$ cat config.mk
export PLATFORM = sky130hd
export DESIGN_NAME = if_id_buf
export DESIGN_NICKNAME = d
export VERILOG_FILES = /design/src/rtl/if_id_buf.sv
export SDC_FILE = /design/constraint.sdc
export NUM_CORES = 1
export LEC_CHECK = 0
export ABC_AREA = 1
export BUFFER_PORTS_ARGS = -buffer_cell sky130_fd_sc_hd__buf_2
export CAP_MARGIN = 25
export CORE_ASPECT_RATIO = 0.8
export CORE_UTILIZATION = 56
export DETAILED_ROUTE_END_ITERATION = 10
export PLACE_DENSITY = 0.83
export RECOVER_POWER = 25
export SYNTH_ARGS = -nofsm -noshare
export SYNTH_HDL_FRONTEND = slang
export SYNTH_SLANG_ARGS = --single-unit
$ cat constraint.sdc
create_clock -name clk -period 16.9 [get_ports clk]
set_input_delay 2.535 -clock clk [delete_from_list [all_inputs] [get_ports clk]]
set_output_delay 2.535 -clock clk [all_outputs]
set_load 0.05 [all_outputs]
$ cat src/rtl/if_id_buf.sv
// Two-entry instruction buffer between fetch and decode.
// Decode sees the head entry one cycle after it is accepted; flush and reset empty the buffer.
module if_id_buf #(
    parameter logic [31:0] NOP_INST = 32'h0000_0013,
    parameter logic [31:0] RST_ADDR = 32'h0000_0000
) (
    input  logic        clk,
    input  logic        rst,
    input  logic [31:0] inst_i,
    input  logic [31:0] inst_addr_i,
    input  logic        inst_valid_i,
    output logic        inst_ready_o,
    input  logic        hold_i,
    input  logic        flush_i,
    output logic [31:0] inst_o,
    output logic [31:0] inst_addr_o,
    output logic        inst_valid_o,
    output logic [1:0]  count_o
);

    logic [31:0] inst_mem [2];
    logic [31:0] addr_mem [2];
    logic        wr_ptr;
    logic        rd_ptr;
    logic [1:0]  count;
    logic        push;
    logic        pop;

    // ready and valid come from registered occupancy only, never from hold/flush
    assign inst_ready_o = (count != 2'd2);
    assign inst_valid_o = (count != 2'd0);
    assign count_o      = count;

    assign push = inst_valid_i && inst_ready_o && !flush_i;
    assign pop  = inst_valid_o && !hold_i && !flush_i;

    always_comb begin
        inst_o      = NOP_INST;
        inst_addr_o = RST_ADDR;
        if (inst_valid_o) begin
            inst_o      = inst_mem[rd_ptr];
            inst_addr_o = addr_mem[rd_ptr];
        end
    end

    always_ff @(posedge clk) begin
        if (rst) begin
            wr_ptr <= 1'b0;
            rd_ptr <= 1'b0;
            count  <= 2'd0;
        end else if (flush_i) begin
            wr_ptr <= 1'b0;
            rd_ptr <= 1'b0;
            count  <= 2'd0;
        end else begin
            if (push) wr_ptr <= ~wr_ptr;
            if (pop)  rd_ptr <= ~rd_ptr;
            if (push && !pop)      count <= count + 2'd1;
            else if (pop && !push) count <= count - 2'd1;
        end
    end

    // Storage is not reset; occupancy alone decides what is visible.
    always_ff @(posedge clk) begin
        if (push && !rst) begin
            inst_mem[wr_ptr] <= inst_i;
            addr_mem[wr_ptr] <= inst_addr_i;
        end
    end

endmodule

==> summary.md, run 1 <==
| Metric | Value |
|---|---|
| Min-delay worst type | `reg2reg` |
| Unrepaired setup endpoints after global routing | `false` |
| Layout area overhead | `26.7%` |
| Syn Inst Count | `380` |
| Setup Viol. Count Final | `0` |
| Slowest-stage cell, CP | `buf_4` |
| Dpl cells | `613` |
| CP Buf/Inv Count | `2` |
| Final HPWL DP | `5560 um` |
| Synth warn | `0` |
| Antenna viol nets, final | `0` |
| WS Path Type | `reg2out` |
| Delay-heaviest family, CP | `buffers and inverters` |
| Seq/Total Area, Yosys | `78.5%` |
| Routability congestion estimate | `0.777` |
| Worst Path Required | `14.37 ns` |
| Die area | `9350 um2` |
| CP Capture Type | `primary output` |
| Syn nets | `450` |
| CTS buffer count | `17` |
| Worst Clk Skew | `0.00609 ns` |
| Final nets | `591` |
| CP arrival | `2.09 ns` |
| Chip Width | `108 um` |
| Post-synthesis cell type count | `15` |
| Post-CTS Hold Fix Bufs | `0` |
| Starting Density | `58.4%` |
| Number of global-route vias before repair | `3156` |
| Period utilization | `27.4%` |
| Power Density | `125 nW/um2` |
| DRT iter0 DRCs | `237` |
| Worst reg-to-reg setup slack | `14.94 ns` |
| CTS Root Buffer Type | `clkbuf_8` |
| ANT cells | `0` |
| GRT Total Usage | `22.2%` |
| Final hold vios | `0` |
| CP peak stage delay | `0.54 ns` |
| Fill count | `561` |
| Fmax | `0.216 GHz` |
| Clk buf depth | `2` |
| Setup TNS | `0 ns` |
| Share of cells above drive strength 1 | `30.3%` |
| Max Cap Violations | `0` |
| CTS tree | `built` |
| Initial antenna violation count | `0` |
| Outcome | `completed` |
| Startpoint Class | `register` |
| DR pass1 iterations | `4` |
| CTS sink cnt | `133` |
| First-pass GRT wire length | `15000 um` |
| Most frequent cells in the layout | `nand2_1 (134), edfxtp_1 (128), buf_2 (118), a21oi_1 (63), clkbuf_1 (18)` |
| DRC viols | `0` |
| PortBufs | `136` |
| Core Area | `8600 um2` |
| Crit Path Max Fanout | `64` |
| Total global routing overflow | `0` |
| Static leakage power | `0.00254 uW` |
| Std cell rows | `30` |
| CP Cell Sequence | `buf_4, nand2_1, a21oi_1, buf_2` |
| Mean routed wirelength per cell | `15.3 um` |
| Via count | `3335` |
| Synthesized area per cell | `13.2 um2` |
| Largest net degree at the start of global routing | `65` |
| Slew headroom | `43.5%` |
| Fin. max-slew vios | `0` |
| IO Pins | `137` |
| Synth Cell Area | `5020 um2` |
| Synth Register Bits | `133` |
| Clock-pin slew of the registers on the worst-case setup and hold paths | `0.06 ns` |
| Vias per cell | `5.16` |
| Non-filler cells, final | `646` |
| Max VDD drop | `79.9 uV` |
| Die Ht | `86.7 um` |
| Htree depth | `4` |
| Worst slew pin tran | `0.847 ns` |
| Clock Latency Late Sink | `0.51 ns` |
| Cells resized by post-CTS repair | `0` |
| Commonest non-fill, non-tap cell in the layout | `nand2_1` |
| Final min period | `4.62 ns` |
| Final WL | `9900 um` |
| Post-CTS Setup Inserts | `0` |
per-stage QoR:
stage	util (%)	total power, uW	hold slack [ns]	area, um2	worst slack, ns
6_report	74.0	797	0.507	6360	12.28
3_3_place_gp	67.1	439	0.466	5770	12.62
3_5_place_dp	67.1	441	0.493	5770	12.55
5_1_grt	74.0	819	0.537	6360	12.16
2_1_floorplan	-	420	0.452	5020	9.13
4_1_cts	74.1	802	0.506	6370	12.03
flip-flops by register name (all words and copies together), names as in the netlist, named ones only:
signal,count
count_o,2
rd_ptr,1
wr_ptr,1
addr_mem,64
inst_mem,64
where the power goes:
part           switching, uW  total, uW  internal (uW)
Sequential              1.83        371            369
Combinational           48.5       63.2           14.7
Clock                    137        363            226
tightest hold or removal path, delay by kind of cell (launching register included):
| kind | cells | cell delay, ns |
|---|---|---|
| flip-flops | 1 | 0.34 |
| AND/OR/NAND/NOR | 2 | 0.13 |
synth_stat cells:
library cell	count	area, um2
nand3_1	5	25.0
nor3_1	3	15.0
a21oi_1	63	315
nand2_2	1	6.26
nand2_1	134	503
buf_4	7	52.6
buf_2	12	60.1
edfxtp_1	128	3840
o21ai_0	2	10.0
ha_1	1	12.5
dfxtp_1	5	100
inv_2	2	7.51
inv_1	7	26.3
nor2_4	1	11.3
nor2_1	9	33.8
final cells by class:
cell class	instances	area, um2	share of cell area (%)
Multi-Input combinational cell	219	942	14.8
Tap cell	112	140	2.20
Clock buffer	17	414	6.51
Inverter	9	33.8	0.531
Sequential cell	133	3950	62.0
Clock inverter	15	181	2.85
Timing Repair Buffer	141	708	11.1
metal layers:
metal | part of all wire [%] | track usage, % | vias to the layer above
met5 | 0 | 0 | -
met4 | 1.5 | 8.84 | 0
met3 | 8.4 | 6.54 | 16
met2 | 48 | 36.5 | 158
met1 | 42 | 27.9 | 1547
li1 | - | - | 1614
worst paths after layout:
| check | startpoint | end | depth (start not counted) |
|---|---|---|---|
| worst max register to register | count_o[0] | inst_mem[1][28] | 5 |
| worst min-delay path | rd_ptr | rd_ptr | 2 |
| worst min register to register | rd_ptr | rd_ptr | 2 |
| worst max-delay path | register | inst_addr_o[31] | 4 |
kinds of logic (layout without fill, tap and decap cells):
| kind of cell | Yosys count | count (layout) | share of synthesized area (%) |
|---|---|---|---|
| and+or+nand+nor | 153 | 153 | 11.8 |
| AOI/OAI and AO/OA | 65 | 65 | 6.48 |
| buffers and inverters | 28 | 182 | 2.91 |
| DFF | 133 | 133 | 78.5 |
| adders and majority gates | 1 | 1 | 0.249 |
Note: power is estimated with default switching activity, not from simulation.
==> run 2, diff against run 1 <==
--- a/config.mk
+++ b/config.mk
@@ -9,9 +9,9 @@
 export BUFFER_PORTS_ARGS = -buffer_cell sky130_fd_sc_hd__buf_2
 export CAP_MARGIN = 25
 export CORE_ASPECT_RATIO = 0.8
-export CORE_UTILIZATION = 56
+export CORE_UTILIZATION = 47
 export DETAILED_ROUTE_END_ITERATION = 10
-export PLACE_DENSITY = 0.83
+export PLACE_DENSITY = 0.75
 export RECOVER_POWER = 25
 export SYNTH_ARGS = -nofsm -noshare
 export SYNTH_HDL_FRONTEND = slang
==> constraint.sdc (replaced) <==
create_clock -name clk -period 3.75 [get_ports clk]
set_input_delay 0.5625 -clock clk [delete_from_list [all_inputs] [get_ports clk]]
set_output_delay 0.5625 -clock clk [all_outputs]
set_load 0.05 [all_outputs]
==> run 2 against run 1 <==
Net effect: combinational power grew to 4.6 times the previous value; clock power rose to 4.2 times the previous value; global-route usage fell by 3.2 points; first-iteration DRC count up 11%; critical endpoint is now inst_o[24]; highest routed layer unchanged.
==> summary.md, run 2 (synthesized netlist as in run 1, its figures left out) <==
| Metric | Value |
|---|---|
| First-pass GRT wire length | `15800 um` |
| Die Ht | `94.5 um` |
| Largest net degree at the start of global routing | `65` |
| Mean routed wirelength per cell | `14.9 um` |
| GRT Total Usage | `19.0%` |
| Worst Clk Skew | `0.00997 ns` |
| Placed Area | `5850 um2` |
| Post-CTS Setup Inserts | `0` |
| Static leakage power | `0.00256 uW` |
| Outcome | `completed` |
| Switching share of power | `22.6%` |
| Crit Path Max Fanout | `40` |
| NetSw | `789 uW` |
| Fmax | `0.375 GHz` |
| Dpl cells | `644` |
| Clock-pin slew of the registers on the worst-case setup and hold paths | `0.06 ns` |
| Clock network fraction of total power | `43.7%` |
| Startpoint Class | `register` |
| Vias per cell | `4.94` |
| DRC viols | `0` |
| Logic pwr share | `8.4%` |
| Share of cells above drive strength 1 | `31.2%` |
| Htree depth | `4` |
| Via count | `3345` |
| Min-delay worst type | `in2reg` |
| Number of global-route vias before repair | `3245` |
| Unrepaired setup endpoints after global routing | `false` |
| Pint | `2700 uW` |
| CTS Root Buffer Type | `clkbuf_16` |
| Post-CTS Hold Fix Bufs | `0` |
| Core Area | `10300 um2` |
| Fin. max-slew vios | `0` |
| Setup Viol. Count Final | `0` |
| Max VDD drop | `459 uV` |
| Non-filler cells, final | `677` |
| Slew headroom | `42.1%` |
| Antenna viol nets, final | `0` |
| Period utilization | `71.1%` |
| Seq pwr share | `47.9%` |
| Final min period | `2.67 ns` |
| Std cell rows | `33` |
| Final WL | `10100 um` |
| Max Cap Violations | `0` |
| Die area | `11100 um2` |
| Routability congestion estimate | `0.782` |
| Final hold vios | `0` |
| Post-route cell area | `6400 um2` |
| Pre-CTS WS | `1.34 ns` |
| Most frequent cells in the layout | `nand2_1 (134), edfxtp_1 (128), buf_2 (128), a21oi_1 (63), clkbuf_16 (17)` |
| Power Density | `545 nW/um2` |
| Clock Latency Late Sink | `0.40 ns` |
| Worst Path Required | `3.19 ns` |
| PortBufs | `136` |
| Chip Width | `118 um` |
| Total global routing overflow | `0` |
| WS Path Type | `reg2out` |
| Worst slew pin tran | `0.866 ns` |
| Final nets | `593` |
| Cells resized by post-CTS repair | `0` |
| Commonest non-fill, non-tap cell in the layout | `nand2_1` |
| CTS tree | `built` |
| IO Pins | `137` |
| CTS sink cnt | `133` |
| CP arrival | `2.10 ns` |
| Pwr Total | `3490 uW` |
| Layout area overhead | `27.4%` |
| CP Capture Type | `primary output` |
| Final HPWL DP | `5980 um` |
| Starting Density | `48.7%` |
| DRT iter0 DRCs | `264` |
| Initial antenna violation count | `1` |
| DR pass1 iterations | `4` |
| Worst Setup Slack, final | `1.08 ns` |
| Worst reg-to-reg setup slack | `1.75 ns` |
| CTS buffer count | `17` |
| Clk buf depth | `2` |
==> run 2: cell type report <==
| cell class | count | area, um2 |
|---|---|---|
| flip-flops and latches | 133 | 3950 |
| fillers | 833 | 3930 |
| multi-input cells | 219 | 955 |
| repair buffers | 143 | 736 |
| clock buffers | 20 | 437 |
| well taps | 140 | 175 |
| clock inverters | 12 | 113 |
| inverters | 9 | 33.8 |
| diodes | 1 | 2.50 |
==> run 2: layer usage <==
layer  GRT usage, %  part of all wire (%)
met5              0                     0
met4           8.12                   1.5
met3           6.40                   7.5
met2           30.1                    46
met1           24.2                    45
==> run 2: per-stage QoR <==
step	utilization (%)	setup TNS, ns	hold WS [ns]
after floorplan	-	-82.44	0.452
after global placement	56.7	0	0.473
after detailed placement	56.7	0	0.485
after CTS	62.0	0	0.325
after global routing	61.9	0	0.325
final	62.0	0	0.344
==> run 2: worst max-delay path, stage by stage, from the launching register on <==
cell	delay (ns)
dfxtp_2	0.32
inv_2	0.49
buf_4	0.33
nand2_1	0.07
a21oi_1	0.17
buf_2	0.30
==> run 2: path summary, 6_finish.rpt <==
| path | start | end | cells past startpoint |
|---|---|---|---|
| setup / recovery | register | inst_o[24] | 5 |
| hold / removal | inst_i[7] | inst_mem[1][7] | 1 |
| setup reg to reg | count_o[0] | inst_mem[0][2] | 5 |
| hold reg to reg | rd_ptr | rd_ptr | 2 |
==> run 2: power groups by stage <==
stage / clock network, uW / registers, uW / logic, uW
after global routing: 1620 / 1670 / 310
after global placement: 0 / 1700 / 289
final: 1520 / 1670 / 292
after floorplan: 0 / 1700 / 188
after CTS: 1560 / 1670 / 295
after detailed placement: 0 / 1700 / 294
